<file path="config.mk">
export PLATFORM = sky130hd
export DESIGN_NAME = dmem_arbiter
export DESIGN_NICKNAME = d
export VERILOG_FILES = /design/src/rtl/dmem_arbiter.sv
export SDC_FILE = /design/constraint.sdc
export NUM_CORES = 1
export LEC_CHECK = 0
export CORE_MARGIN = 8
export CORE_UTILIZATION = 39
export CTS_CLUSTER_SIZE = 20
export DETAILED_ROUTE_END_ITERATION = 7
export PLACE_DENSITY = 0.82
export SLEW_MARGIN = 5
export SYNTH_ARGS = -nofsm -noshare
export SYNTH_HDL_FRONTEND = slang
export SYNTH_SLANG_ARGS = --single-unit
</file>
<file path="constraint.sdc">
create_clock -name clock -period 5.5 [get_ports clock]
set_clock_uncertainty 0.05 [all_clocks]
set_input_delay 1.1 -clock clock [delete_from_list [all_inputs] [get_ports clock]]
set_output_delay 1.1 -clock clock [all_outputs]
set_load 0.005 [all_outputs]
</file>
<file path="src/rtl/dmem_arbiter.sv">
// Two-port round-robin arbiter in front of the single-ported data memory.
// Serialises A/B transactions, drives memory strobes, returns a 1-cycle ack with captured read data.
module dmem_arbiter #(
    parameter int RD_LATENCY = 1
) (
    input  logic        clock,
    input  logic        reset,
    input  logic        a_req_in,
    input  logic        a_we_in,
    input  logic [31:0] a_addr_in,
    input  logic [31:0] a_wdata_in,
    input  logic [1:0]  a_size_in,
    output logic        a_ack_out,
    output logic [31:0] a_rdata_out,
    input  logic        b_req_in,
    input  logic        b_we_in,
    input  logic [31:0] b_addr_in,
    input  logic [31:0] b_wdata_in,
    input  logic [1:0]  b_size_in,
    output logic        b_ack_out,
    output logic [31:0] b_rdata_out,
    output logic [31:0] mem_addr_out,
    output logic [31:0] mem_wdata_out,
    output logic [1:0]  mem_size_out,
    output logic        mem_re_out,
    output logic        mem_we_out,
    input  logic [31:0] mem_rdata_in,
    output logic [1:0]  grant_out,
    output logic        busy_out
);
    localparam logic [1:0] IDLE  = 2'd0;
    localparam logic [1:0] ISSUE = 2'd1;
    localparam logic [1:0] WAIT  = 2'd2;
    localparam logic [1:0] DONE  = 2'd3;
    localparam logic [1:0] CNT_INIT = 2'(RD_LATENCY - 1);

    logic [1:0]  state;
    logic [1:0]  cnt;
    logic        we_q;
    logic        last_grant;   // 1 = B was granted last
    logic [1:0]  grant_q;
    logic [31:0] a_rdata_q;
    logic [31:0] b_rdata_q;
    logic        pick_b;

    // On a tie, the port not granted last wins.
    always_comb begin
        pick_b = b_req_in && (!a_req_in || !last_grant);
    end

    always_ff @(posedge clock or posedge reset) begin
        if (reset) begin
            state         <= IDLE;
            cnt           <= 2'd0;
            we_q          <= 1'b0;
            last_grant    <= 1'b1;
            grant_q       <= 2'b00;
            a_rdata_q     <= 32'd0;
            b_rdata_q     <= 32'd0;
            mem_addr_out  <= 32'd0;
            mem_wdata_out <= 32'd0;
            mem_size_out  <= 2'd0;
        end else begin
            case (state)
                IDLE: begin
                    if (a_req_in || b_req_in) begin
                        mem_addr_out  <= pick_b ? b_addr_in  : a_addr_in;
                        mem_wdata_out <= pick_b ? b_wdata_in : a_wdata_in;
                        mem_size_out  <= pick_b ? b_size_in  : a_size_in;
                        we_q          <= pick_b ? b_we_in    : a_we_in;
                        last_grant    <= pick_b;
                        grant_q       <= pick_b ? 2'b10 : 2'b01;
                        state         <= ISSUE;
                    end
                end
                ISSUE: begin
                    cnt   <= CNT_INIT;
                    state <= we_q ? DONE : WAIT;
                end
                WAIT: begin
                    if (cnt == 2'd0) begin
                        if (grant_q[1]) b_rdata_q <= mem_rdata_in;
                        else            a_rdata_q <= mem_rdata_in;
                        state <= DONE;
                    end else begin
                        cnt <= cnt - 2'd1;
                    end
                end
                default: begin
                    grant_q <= 2'b00;
                    state   <= IDLE;
                end
            endcase
        end
    end

    // All outputs decode registered state only; no req-to-output path.
    assign mem_we_out  = (state == ISSUE) &&  we_q;
    assign mem_re_out  = (state == ISSUE) && !we_q;
    assign a_ack_out   = (state == DONE) && grant_q[0];
    assign b_ack_out   = (state == DONE) && grant_q[1];
    assign a_rdata_out = a_rdata_q;
    assign b_rdata_out = b_rdata_q;
    assign grant_out   = grant_q;
    assign busy_out    = (state != IDLE);
endmodule
</file>
==> impl_metrics.ini <==
[power_and_ir_drop]
leakage_nw = 4.00
netSwitchingFraction_pct = 29.9
seqPwrFrac_pct = 33.5
clockPowerShare_pct = 22.4
switchingPower_mw = 1.62
ir_drop_v = 0.000254
p_int_mw = 3.82
p_comb_share_pct = 44.1
power-per-cell-area_mw_per_mm2 = 567

[final_layout]
final_cell_mix = clkdlybuf4s50_1, dfrtp_1, mux2_2
final_common_cell = clkdlybuf4s50_1
fillers = 1044
utilization_pct = 66.3
diodes = 0
area_growth_pct = 66.4
drive_above_1_share_pct = 13.6
nNetsFinal = 939

[route]
drt_iter0_markers = 218
first_pass_iters = 5
viasPerCell = 5.17
antenna_left = 0
routed_wirelength_um = 19900
drc = 0
post_drt_wl_per_cell_um = 20.8
num_vias = 4967

[synthesis]
syn_area_mm2 = 0.00577
synth_nets = 640
synth.distinct_cells = 29
netlist_instances = 465
synthTopCellsByArea = dfrtp_1, mux2_2, a221o_1
netlist.area_leader.share_pct = 59.4
yosys.area.top_type = dfrtp_1
ys_seq_elements = 138
syn-mean-instance-area_um2 = 12.4
ys_warn_count = 0
yosysSeqAreaShare_pct = 59.9

[placed_design]
dpl.hpwl_um = 14900
post-place-ws_ns = 2.18
io_buffers = 306
place.gp.congestion = 0.818

[critical_path]
critical_path_class = reg -> out
rr_endpoint = mem_wdata_out[17]
path_common_cell = inv_1
crit_chain = inv_1, ha_1, inv_1, clkdlybuf4s50_1
crit_arrival_ns = 1.91
required_ns = 4.35
path_max_fanout = 7
r2r_cells = 5
worst_setup_path_start_kind = flop
cp_slowest_stage_delay_ns = 0.51
cp_slowest_cell = clkdlybuf4s50_1
reg2reg_slack_ns = 3.15
setup.worst_path.end_class = primary output
reg2reg_from = state[0]

[worst_hold_path]
worstHoldStart = cnt[1]
hold_path_end = cnt[1]
hold-path-cell-count = 2
hp-class = reg -> reg

[grt]
antenna_found_initial = 0
use_met3_pct = 8.10
grt_pass1_vias = 5320
grt_use_total_pct = 20.4
grt-ovfl-total = 0
gr-usage-met2_pct = 34.2
grt_first_pass_wirelength_um = 29400
busiest_layer = met2
grt_util_met1_pct = 22.9
grt_max_degree = 111

[clocking]
postCtsSetupRepairBufs = 0
clkTransAtPathRegs_ns = 0.06
clock-sinks = 138
tritoncts = yes
cts_buffers = 17
clock-root-buffer = clkbuf_16
cts_hold_buf = 0
cts_resized = 0
cts_max_level = 4
clock_path_buffers = 2
insertion_delay_ns = 0.41

[outcome]
outcome = finished clean

[floorplan]
die_y_um = 138
io_pins = 307
die_w_um = 138
start_util_pct = 39.8
placementRows = 44
core_mm2 = 0.0145
dieArea_mm2 = 0.0189

[sta]
max_slew_margin_pct = 26.1
setup_viol_count_final = 0
max_freq_mhz = 327
setup_ws_ns = 2.44
drv_slew = 0
hold_slack_ns = 0.450
hold_viol_final = 0
fin_setup_tns_ns = 0
rsz0062_at_grt = no
tightest_slew_ns = 1.11
post-route-min-period_ns = 3.06
fin_crit_sh_pct = 55.6

[flow_run]
maxCapViolCount = 0
layout make-up:
| cell class | instances | area [um^2] | area share [%] |
|---|---|---|---|
| Multi-Input combinational cell | 288 | 2150 | 22.4 |
| Timing Repair Buffer | 310 | 3090 | 32.2 |
| Inverter | 9 | 38.8 | 0.404 |
| Tap cell | 184 | 230 | 2.40 |
| Clock inverter | 11 | 166 | 1.73 |
| Sequential cell | 138 | 3450 | 36.0 |
| Clock buffer | 21 | 470 | 4.90 |
synthesized netlist by cell type, drive strengths merged:
master and count:
a211oi 1, a21bo 1, a21boi 1, a21oi 56, a221o 40, a22o 2
and2 43, buf 25, clkbuf 5, dfrtp 137, dfstp 1, ha 5
inv 9, mux2 65, mux2i 1, nand2 30, nand2b 2, nand3 4
nor2 28, nor2b 1, o21a 1, o21ai 5, o22ai 1, o31a 1
layer usage:
layer	part of all wire (%)	wire length, um
met1	38	7580
met2	49	9810
met3	11	2160
met4	2.0	406
met5	0	0
critical path: cells and delay by family (launching register included):
family	cells	cell delay, ns
buffers and inverters	3	0.74
flip-flops	1	0.41
adder cells (fa/ha/maj)	1	0.35
power by group through the flow:
stage	logic, mW	registers, mW	clock network, mW
after global placement	2.34	1.80	0
after global routing	2.58	1.88	1.28
after floorplan	0.997	1.82	0
after CTS	2.44	1.82	1.24
after detailed placement	2.42	1.82	0
final	2.40	1.82	1.22
how the worst max path moves through the flow:
| stage | start | endpoint | cells past startpoint |
|---|---|---|---|
| after floorplan | reset | a_rdata_out[0] | 1 |
| after global placement | a_req_in | mem_addr_out[29] | 4 |
| after detailed placement | a_req_in | mem_wdata_out[10] | 4 |
| after CTS | state[0] | busy_out | 4 |
| after global routing | state[0] | busy_out | 4 |
| final | state[0] | busy_out | 4 |
state kept, by name, indices dropped and copies added, names as in the netlist:
register       flops
we_q               1
mem_size_out       2
b_rdata_out       32
cnt                2
last_grant         1
mem_addr_out      32
state              2
grant_out          2
a_rdata_out       32
mem_wdata_out     32
logic make-up after synthesis:
kind of cell	after synthesis	share of synthesized area, %
buf+inv	39	3.43
compound gates	109	13.6
flops	138	59.9
mux	66	12.9
simple gates	108	9.11
fa+ha+maj	5	1.08
stage by stage:
step | cells | power, mW | cell area (um^2)
after global routing | 961 | 5.75 | 9600
final | 961 | 5.44 | 9600
after CTS | 961 | 5.50 | 9600
after floorplan | 465 | 2.82 | 5770
after global placement | 929 | 4.14 | 8960
after detailed placement | 929 | 4.24 | 8960
No activity file was read; power rests on OpenSTA's default activity.
